--- src/rtl/map_tile_rmw_arbiter_if.sv ---
// Requester and RAM port-B bundle for the tile-map read-modify-write arbiter.
// The master side holds the requesters and RAM; the slave side is the arbiter.
interface map_tile_rmw_arbiter_if #(
  parameter int N_REQ = 4,
  parameter int ROW_W = 160
);
  logic [N_REQ-1:0]   req;
  logic [N_REQ-1:0]   req_we;
  logic [N_REQ*6-1:0] req_x;
  logic [N_REQ*5-1:0] req_y;
  logic [N_REQ*4-1:0] req_tile;
  logic [N_REQ-1:0]   ack;
  logic [3:0]         rd_tile;
  logic               err;
  logic               busy;
  logic [4:0]         ram_addr;
  logic [ROW_W-1:0]   ram_wrdata;
  logic               ram_wren;
  logic [ROW_W-1:0]   ram_rddata;

  modport master (
    output req, req_we, req_x, req_y, req_tile, ram_rddata,
    input  ack, rd_tile, err, busy, ram_addr, ram_wrdata, ram_wren
  );

  modport slave (
    input  req, req_we, req_x, req_y, req_tile, ram_rddata,
    output ack, rd_tile, err, busy, ram_addr, ram_wrdata, ram_wren
  );
endinterface

--- src/rtl/map_tile_rmw_arbiter.sv ---
// Round-robin arbiter that serialises single-tile read-modify-write accesses onto
// tile-map RAM port B; one access in flight, RD_LAT+3 cycles per access.
module map_tile_rmw_arbiter #(
  parameter int N_REQ  = 4,
  parameter int COLS   = 40,
  parameter int ROWS   = 30,
  parameter int ROW_W  = 160,
  parameter int RD_LAT = 2
) (
  input logic                   CLOCK_50,
  input logic                   reset_n,
  map_tile_rmw_arbiter_if.slave bus
);

  localparam int G_W = (N_REQ > 1) ? $clog2(N_REQ) : 1;
  localparam int C_W = (RD_LAT > 1) ? $clog2(RD_LAT) : 1;

  typedef enum logic [1:0] {IDLE, READ, MODIFY, WRITE} state_t;

  state_t           state, state_nx;
  logic [G_W-1:0]   rr_ptr;
  logic [G_W-1:0]   g;
  logic [C_W-1:0]   cnt;
  logic [5:0]       x_q;
  logic [3:0]       tile_q;
  logic             we_q;
  logic             bad_q;
  logic [3:0]       old_q;
  logic [4:0]       addr_q;
  logic [ROW_W-1:0] wrdata_q;

  logic             gnt_vld;
  logic [G_W-1:0]   gnt_idx;
  logic [5:0]       gnt_x;
  logic [4:0]       gnt_y;
  logic [3:0]       gnt_tile;
  logic             gnt_we;
  logic             gnt_bad;
  logic [ROW_W-1:0] row_mod;
  logic [3:0]       row_old;
  logic [N_REQ-1:0] ack_vec;

  // First pending requester at or above rr_ptr, wrapping at N_REQ.
  always_comb begin
    gnt_vld = 1'b0;
    gnt_idx = '0;
    for (int k = 0; k < N_REQ; k++) begin
      if (!gnt_vld && bus.req[(int'(rr_ptr) + k) % N_REQ]) begin
        gnt_vld = 1'b1;
        gnt_idx = G_W'((int'(rr_ptr) + k) % N_REQ);
      end
    end
  end

  always_comb begin
    gnt_x    = '0;
    gnt_y    = '0;
    gnt_tile = '0;
    gnt_we   = 1'b0;
    for (int i = 0; i < N_REQ; i++) begin
      if (gnt_idx == G_W'(i)) begin
        gnt_x    = bus.req_x[6*i +: 6];
        gnt_y    = bus.req_y[5*i +: 5];
        gnt_tile = bus.req_tile[4*i +: 4];
        gnt_we   = bus.req_we[i];
      end
    end
    gnt_bad = (gnt_x >= 6'(COLS)) || (gnt_y >= 5'(ROWS));
  end

  // Splice the new code into nibble x; x=0 is the most significant nibble.
  always_comb begin
    row_mod = bus.ram_rddata;
    row_old = '0;
    for (int c = 0; c < COLS; c++) begin
      if (x_q == 6'(c)) begin
        row_old                    = bus.ram_rddata[ROW_W-1-4*c -: 4];
        row_mod[ROW_W-1-4*c -: 4]  = tile_q;
      end
    end
  end

  always_comb begin
    state_nx = state;
    case (state)
      IDLE:    if (gnt_vld) state_nx = gnt_bad ? WRITE : READ;
      READ:    if (cnt == C_W'(RD_LAT - 1)) state_nx = MODIFY;
      MODIFY:  state_nx = WRITE;
      WRITE:   state_nx = IDLE;
      default: state_nx = IDLE;
    endcase
  end

  always_ff @(posedge CLOCK_50) begin
    if (!reset_n) begin
      state    <= IDLE;
      rr_ptr   <= '0;
      g        <= '0;
      cnt      <= '0;
      x_q      <= '0;
      tile_q   <= '0;
      we_q     <= 1'b0;
      bad_q    <= 1'b0;
      old_q    <= '0;
      addr_q   <= '0;
      wrdata_q <= '0;
    end else begin
      state <= state_nx;
      case (state)
        IDLE: begin
          if (gnt_vld) begin
            g      <= gnt_idx;
            x_q    <= gnt_x;
            tile_q <= gnt_tile;
            we_q   <= gnt_we;
            bad_q  <= gnt_bad;
            addr_q <= gnt_y;
            cnt    <= '0;
          end
        end
        READ:   cnt <= cnt + 1'b1;
        MODIFY: begin
          old_q    <= row_old;
          wrdata_q <= row_mod;
        end
        WRITE:  rr_ptr <= (g == G_W'(N_REQ - 1)) ? '0 : g + 1'b1;
        default: ;
      endcase
    end
  end

  always_comb begin
    ack_vec = '0;
    for (int i = 0; i < N_REQ; i++) begin
      if (state == WRITE && g == G_W'(i)) ack_vec[i] = 1'b1;
    end
  end

  assign bus.ack        = ack_vec;
  assign bus.rd_tile    = (state == WRITE && !bad_q) ? old_q : 4'h0;
  assign bus.err        = (state == WRITE) && bad_q;
  assign bus.ram_wren   = (state == WRITE) && we_q && !bad_q;
  assign bus.busy       = (state != IDLE);
  assign bus.ram_addr   = addr_q;
  assign bus.ram_wrdata = wrdata_q;

endmodule

--- src/flat_wrapper.sv ---
// flat-port wrapper written by rule: the top's interface ports become plain ports
module map_tile_rmw_arbiter_flat 
#(
  parameter int N_REQ  = 4,
  parameter int COLS   = 40,
  parameter int ROWS   = 30,
  parameter int ROW_W  = 160,
  parameter int RD_LAT = 2
)
  (CLOCK_50, reset_n, bus_req, bus_req_we, bus_req_x, bus_req_y, bus_req_tile, bus_ram_rddata, bus_ack, bus_rd_tile, bus_err, bus_busy, bus_ram_addr, bus_ram_wrdata, bus_ram_wren);
  map_tile_rmw_arbiter_if #(.N_REQ(N_REQ), .ROW_W(ROW_W)) bus_i ();
  input logic CLOCK_50;
  input logic reset_n;
  input wire logic [$bits(bus_i.req)-1:0] bus_req;
  input wire logic [$bits(bus_i.req_we)-1:0] bus_req_we;
  input wire logic [$bits(bus_i.req_x)-1:0] bus_req_x;
  input wire logic [$bits(bus_i.req_y)-1:0] bus_req_y;
  input wire logic [$bits(bus_i.req_tile)-1:0] bus_req_tile;
  input wire logic [$bits(bus_i.ram_rddata)-1:0] bus_ram_rddata;
  output wire logic [$bits(bus_i.ack)-1:0] bus_ack;
  output wire logic [$bits(bus_i.rd_tile)-1:0] bus_rd_tile;
  output wire logic [$bits(bus_i.err)-1:0] bus_err;
  output wire logic [$bits(bus_i.busy)-1:0] bus_busy;
  output wire logic [$bits(bus_i.ram_addr)-1:0] bus_ram_addr;
  output wire logic [$bits(bus_i.ram_wrdata)-1:0] bus_ram_wrdata;
  output wire logic [$bits(bus_i.ram_wren)-1:0] bus_ram_wren;
  assign bus_i.req = bus_req;
  assign bus_i.req_we = bus_req_we;
  assign bus_i.req_x = bus_req_x;
  assign bus_i.req_y = bus_req_y;
  assign bus_i.req_tile = bus_req_tile;
  assign bus_i.ram_rddata = bus_ram_rddata;
  assign bus_ack = bus_i.ack;
  assign bus_rd_tile = bus_i.rd_tile;
  assign bus_err = bus_i.err;
  assign bus_busy = bus_i.busy;
  assign bus_ram_addr = bus_i.ram_addr;
  assign bus_ram_wrdata = bus_i.ram_wrdata;
  assign bus_ram_wren = bus_i.ram_wren;
  map_tile_rmw_arbiter #(.N_REQ(N_REQ), .COLS(COLS), .ROWS(ROWS), .ROW_W(ROW_W), .RD_LAT(RD_LAT)) u_core (.CLOCK_50(CLOCK_50), .reset_n(reset_n), .bus(bus_i));
endmodule
--- config.mk ---
export PLATFORM = sky130hd
export DESIGN_NAME = map_tile_rmw_arbiter_flat
export DESIGN_NICKNAME = d
export VERILOG_FILES = /design/src/rtl/map_tile_rmw_arbiter_if.sv /design/src/rtl/map_tile_rmw_arbiter.sv /design/src/flat_wrapper.sv
export SDC_FILE = /design/constraint.sdc
export NUM_CORES = 1
export LEC_CHECK = 0
export BUFFER_PORTS_ARGS = -buffer_cell sky130_fd_sc_hd__buf_2
export CORE_AREA = 2 2 157 159
export DETAILED_ROUTE_END_ITERATION = 10
export DIE_AREA = 0 0 159 161
export GPL_TIMING_DRIVEN = 0
export PLACE_DENSITY = 0.76
export REMOVE_ABC_BUFFERS = 1
export SLEW_MARGIN = 10
export SYNTH_ARGS = -nofsm -noshare
export SYNTH_HDL_FRONTEND = slang
export SYNTH_SLANG_ARGS = --single-unit
--- constraint.sdc ---
create_clock -name CLOCK_50 -period 7.33 [get_ports CLOCK_50]
set_input_delay 2.199 -clock CLOCK_50 [delete_from_list [all_inputs] [get_ports CLOCK_50]]
set_output_delay 2.199 -clock CLOCK_50 [all_outputs]
set_load 0.005 [all_outputs]
==> impl_results.html <==
<table>
<tr><th>Metric</th><th>Value</th></tr>
<tr><th colspan="2">Pwr</th></tr>
<tr><td>Leakage power total</td><td>5.87 nW</td></tr>
<tr><td>Relative contribution of combinational cells to total power</td><td>45.6%</td></tr>
<tr><td>Clock Power Share</td><td>19.2%</td></tr>
<tr><td>Internal power of the cells</td><td>2.70 mW</td></tr>
<tr><td>Net switching power</td><td>2.15 mW</td></tr>
<tr><td>Peak supply drop</td><td>195 µV</td></tr>
<tr><td>Pwr Density</td><td>348 mW/mm²</td></tr>
<tr><td>Fraction of power spent switching nets</td><td>44.3%</td></tr>
<tr><td>Fraction of power consumed by sequential logic</td><td>35.1%</td></tr>
<tr><th colspan="2">Hold path</th></tr>
<tr><td>Worst hold-check path type</td><td>reg2reg</td></tr>
<tr><td>Terminating pin of the worst hold path</td><td>u_core.we_q</td></tr>
<tr><td>Hold path startpoint</td><td>u_core.we_q</td></tr>
<tr><td>Depth of the worst hold-timing path</td><td>2</td></tr>
<tr><th colspan="2">Floorplan</th></tr>
<tr><td>Initial cell density of the core</td><td>46.3%</td></tr>
<tr><td>Std cell rows</td><td>57</td></tr>
<tr><td>Number of I/O pins</td><td>406</td></tr>
<tr><td>Die Outline Area</td><td>0.0256 mm²</td></tr>
<tr><td>Die Ht</td><td>161 µm</td></tr>
<tr><td>Width of the die</td><td>159 µm</td></tr>
<tr><td>Floorplan core area</td><td>0.0240 mm²</td></tr>
<tr><th colspan="2">Worst setup path</th></tr>
<tr><td>Highest-delay cell along the critical path</td><td>dfxtp_1</td></tr>
<tr><td>Type of the worst setup path</td><td>reg2reg</td></tr>
<tr><td>Reg2reg start</td><td>u_core.x_q[3]</td></tr>
<tr><td>Worst-case reg-to-reg path depth</td><td>7</td></tr>
<tr><td>Nature of the critical path startpoint</td><td>register</td></tr>
<tr><td>R2R Path End</td><td>u_core.old_q[1]</td></tr>
<tr><td>Cell-by-cell trace of the critical path</td><td>nor4bb_4 &gt; nand2_1 &gt; o22ai_1 &gt; or3_1 &gt; o21ai_0 &gt; o311ai_0 &gt; a21oi_1</td></tr>
<tr><td>Arr. time, crit path</td><td>4.56 ns</td></tr>
<tr><td>Kind of end point of the critical path</td><td>register</td></tr>
<tr><td>Max Fanout on Critical Path</td><td>25</td></tr>
<tr><td>Slowest cell delay on critical path</td><td>1.07 ns</td></tr>
<tr><td>Setup slack of the most critical reg-to-reg path</td><td>3.03 ns</td></tr>
<tr><td>Req. time, crit path</td><td>7.59 ns</td></tr>
<tr><th colspan="2">Placed design</th></tr>
<tr><td>Count of input and output buffers</td><td>405</td></tr>
<tr><td>Post-detail-place hpwl</td><td>33500 µm</td></tr>
<tr><td>Placed cell count</td><td>2114</td></tr>
<tr><td>Cell area after placement</td><td>0.0133 mm²</td></tr>
<tr><td>GPL Wtd Cong</td><td>0.894</td></tr>
<tr><th colspan="2">Layout</th></tr>
<tr><td>Layout cell share with drive strength beyond 1</td><td>27.3%</td></tr>
<tr><td>Filler-free cell count of the finished design</td><td>2154</td></tr>
<tr><td>Area Growth Syn to Fin</td><td>25.8%</td></tr>
<tr><td># nets final</td><td>2048</td></tr>
<tr><td>Non-Filler Cell Area, Final</td><td>0.0139 mm²</td></tr>
<tr><th colspan="2">CTS</th></tr>
<tr><td>CTS root buffer</td><td>clkbuf_16</td></tr>
<tr><td>Clk_lat worst skew</td><td>0.44 ns</td></tr>
<tr><td>CTS buffer count</td><td>17</td></tr>
<tr><td>Htree depth</td><td>4</td></tr>
<tr><td>Bufs on Longest Clock Path</td><td>2</td></tr>
<tr><td>Hold_buf cts</td><td>0</td></tr>
<tr><td>Number of clock sinks seen by CTS</td><td>188</td></tr>
<tr><td>Clk slew on worst S/H paths</td><td>0.07 ns</td></tr>
<tr><td>Post-cts resize count</td><td>0</td></tr>
<tr><td>CTS tree</td><td>yes</td></tr>
<tr><td>Post-CTS setup-driven buffer insertion count</td><td>0</td></tr>
<tr><th colspan="2">Global route</th></tr>
<tr><td>Remaining Overflow, GRT</td><td>0</td></tr>
<tr><td>Total global routing track utilization</td><td>34.5%</td></tr>
<tr><td>Antenna violations before repair</td><td>8</td></tr>
<tr><td>Pin count of the biggest net entering global routing</td><td>122</td></tr>
<tr><td>Via count of the first global-routing pass</td><td>12300</td></tr>
<tr><td>Wire length of the first global-routing pass</td><td>70200 µm</td></tr>
<tr><th colspan="2">Synthesis</th></tr>
<tr><td>Register bit count reported by yosys</td><td>188</td></tr>
<tr><td>Cell area after synthesis</td><td>0.0111 mm²</td></tr>
<tr><td>Fraction of registers with async set/reset</td><td>0%</td></tr>
<tr><td>Warnings, synthesis</td><td>0</td></tr>
<tr><td>Synth unique cells</td><td>76</td></tr>
<tr><td>Post-synthesis average cell area</td><td>7.31 µm²</td></tr>
<tr><td>Count of flip-flops with a built-in enable after synthesis</td><td>0</td></tr>
<tr><td>Most used flip-flop cell after synthesis</td><td>dfxtp_1</td></tr>
<tr><td>Count of mapped cells out of synthesis</td><td>1516</td></tr>
<tr><td>Share of synthesized area occupied by flip-flops and latches</td><td>33.9%</td></tr>
<tr><th colspan="2">STA</th></tr>
<tr><td>Max_slew headroom</td><td>12.3%</td></tr>
<tr><td>Setup repair after global routing missed its margin</td><td>no</td></tr>
<tr><td>Achievable Freq</td><td>233 MHz</td></tr>
<tr><td>Worst slew pin tran</td><td>1.31 ns</td></tr>
<tr><td>Number of setup violations in the final report</td><td>0</td></tr>
<tr><td>Post-layout min period</td><td>4.30 ns</td></tr>
<tr><td>Post-route clock period utilization</td><td>58.7%</td></tr>
<tr><td>Final hold violation count</td><td>0</td></tr>
<tr><td>Number of pins exceeding their max-slew limit in the final report</td><td>0</td></tr>
<tr><td>Clock skew</td><td>0.0109 ns</td></tr>
<tr><th colspan="2">Routing</th></tr>
<tr><td>DR WL/cell</td><td>21.5 µm</td></tr>
<tr><td>Number of vias after detailed routing</td><td>13300</td></tr>
<tr><td>Number of DRC violations after detailed-routing iteration 0</td><td>1444</td></tr>
<tr><td>Number of detailed-route iterations in the first pass</td><td>6</td></tr>
<tr><td>Avg Vias per Cell</td><td>6.18</td></tr>
<tr><td>DRC violation count after routing</td><td>0</td></tr>
<tr><td>Post-DRT Antenna Nets</td><td>0</td></tr>
<tr><td>Final wirelength</td><td>46200 µm</td></tr>
<tr><th colspan="2">Outcome</th></tr>
<tr><td>Status</td><td>complete, no violations</td></tr>
<tr><th colspan="2">Job</th></tr>
<tr><td>Max-cap violation count</td><td>0</td></tr>
</table>
==> metal layers <==
| layer | global-route usage, % | share of wire, % | routed length (µm) | up-vias |
|---|---|---|---|---|
| li1 | - | - | - | 6113 |
| met1 | 44.4 | 40 | 18400 | 6214 |
| met2 | 56.2 | 47 | 21700 | 847 |
| met3 | 6.34 | 9.2 | 4260 | 131 |
| met4 | 16.7 | 4.0 | 1860 | 0 |
| met5 | 0 | 0 | 0 | - |
==> registers in the layout, summed over array words and instances, names as in the netlist <==
name                   count
u_core.x_q                 6
u_core.rr_ptr              2
u_core.bus.ram_addr        5
u_core.old_q               4
u_core.we_q                1
u_core.g                   2
u_core.bad_q               1
u_core.state               2
u_core.tile_q              4
u_core.bus.ram_wrdata    160
u_core.cnt                 1
==> kinds of logic after synthesis <==
kind of cell	after synthesis	share of synthesized area, %
buf+inv	165	6.03
fa+ha+maj	9	1.02
flops	188	33.9
simple gates	726	28.9
mux	58	5.53
compound gates	370	24.6
==> Yosys cell counts (all sizes together), types with 10 or more instances <==
| cell | instances | share of area, % |
|---|---|---|
| nand2 | 302 | 10 |
| nor2 | 211 | 7.1 |
| dfxtp | 188 | 34 |
| a311oi | 132 | 10 |
| nand3 | 129 | 5.8 |
| clkbuf | 113 | 3.8 |
| o21ai | 59 | 2.7 |
| mux2i | 50 | 4.5 |
| a21oi | 49 | 2.2 |
| a211oi | 35 | 2.4 |
| buf | 35 | 1.6 |
| and2 | 17 | 0.98 |
| inv | 16 | 0.54 |
| nor2b | 14 | 0.79 |
| o22ai | 13 | 0.73 |
| o211ai | 12 | 0.81 |
| nor3 | 10 | 0.54 |
==> how the worst max path moves through the flow <==
stage                    start  slack (ns)  depth (start not counted)              end
2_1_floorplan  u_core.state[0]       -0.53                          6  u_core.old_q[3]
3_3_place_gp   u_core.state[0]       -4.85                          6  u_core.old_q[3]
3_5_place_dp     u_core.x_q[3]        2.75                          7  u_core.old_q[1]
4_1_cts          u_core.x_q[3]        2.69                          7  u_core.old_q[1]
5_1_grt          u_core.x_q[3]        2.64                          7  u_core.old_q[1]
6_report         u_core.x_q[3]        3.03                          7  u_core.old_q[1]
==> stage by stage <==
stage                     utilization [%]  worst slack, ns  power [mW]  hold slack (ns)  TNS, ns
after floorplan                         -           -0.534        2.88            0.432   -0.534
after global placement               53.9            -4.85        3.84            0.439  -297.38
after detailed placement             55.7             2.75        3.88            0.447        0
after CTS                            58.0             2.69        4.80            0.455        0
after global routing                 58.2             2.64        5.12            0.470        0
final                                58.2             3.03        4.85            0.460        0
==> area by class of cell <==
class / instances / area (µm²)
clock buffer: 19 / 443
sequential: 188 / 3780
tap: 324 / 405
clock inverter: 13 / 119
antenna: 8 / 20.0
inverter: 17 / 71.3
timing repair buffer: 422 / 2370
multi-input combinational: 1163 / 6750
fill: 2286 / 10000
==> worst max-delay path, delay by kind of cell, from the launching register on <==
family           cells  cell delay, ns
flip-flops           1            1.07
AND/OR/NAND/NOR      3            1.56
AO/OA/AOI/OAI        4            1.48
==> power by group through the flow <==
stage          Combinational, mW  Sequential (mW)  Clock [mW]
3_3_place_gp                2.02             1.83           0
2_1_floorplan               1.17             1.71           0
6_report                    2.21             1.70       0.933
3_5_place_dp                2.17             1.71           0
4_1_cts                     2.18             1.69       0.935
5_1_grt                     2.40             1.74       0.976
==> layout by cell type, fill, tap and decap left out, types with 6 or more instances in the layout <==
cell / synthesis / final
a21oi_1: 49 / 48
nand3_1: 129 / 129
clkbuf_16: 0 / 17
inv_1: 16 / 15
mux2_2: 6 / 6
a211oi_1: 35 / 35
buf_12: 0 / 7
or3_1: 6 / 6
dfxtp_2: 0 / 6
dfxtp_1: 188 / 180
o211ai_1: 12 / 12
nor3_1: 8 / 8
buf_2: 20 / 406
mux2i_1: 50 / 50
and2_1: 16 / 16
nor2_1: 211 / 210
nor2b_1: 14 / 10
o21ai_0: 59 / 59
diode_2: 0 / 8
a311oi_1: 132 / 132
nand2_1: 301 / 301
a31oi_1: 9 / 9
ha_1: 9 / 8
nand2b_1: 6 / 6
a22oi_1: 6 / 6
a32oi_1: 6 / 6
o22ai_1: 13 / 13
Note: power is estimated with default switching activity, not from simulation.
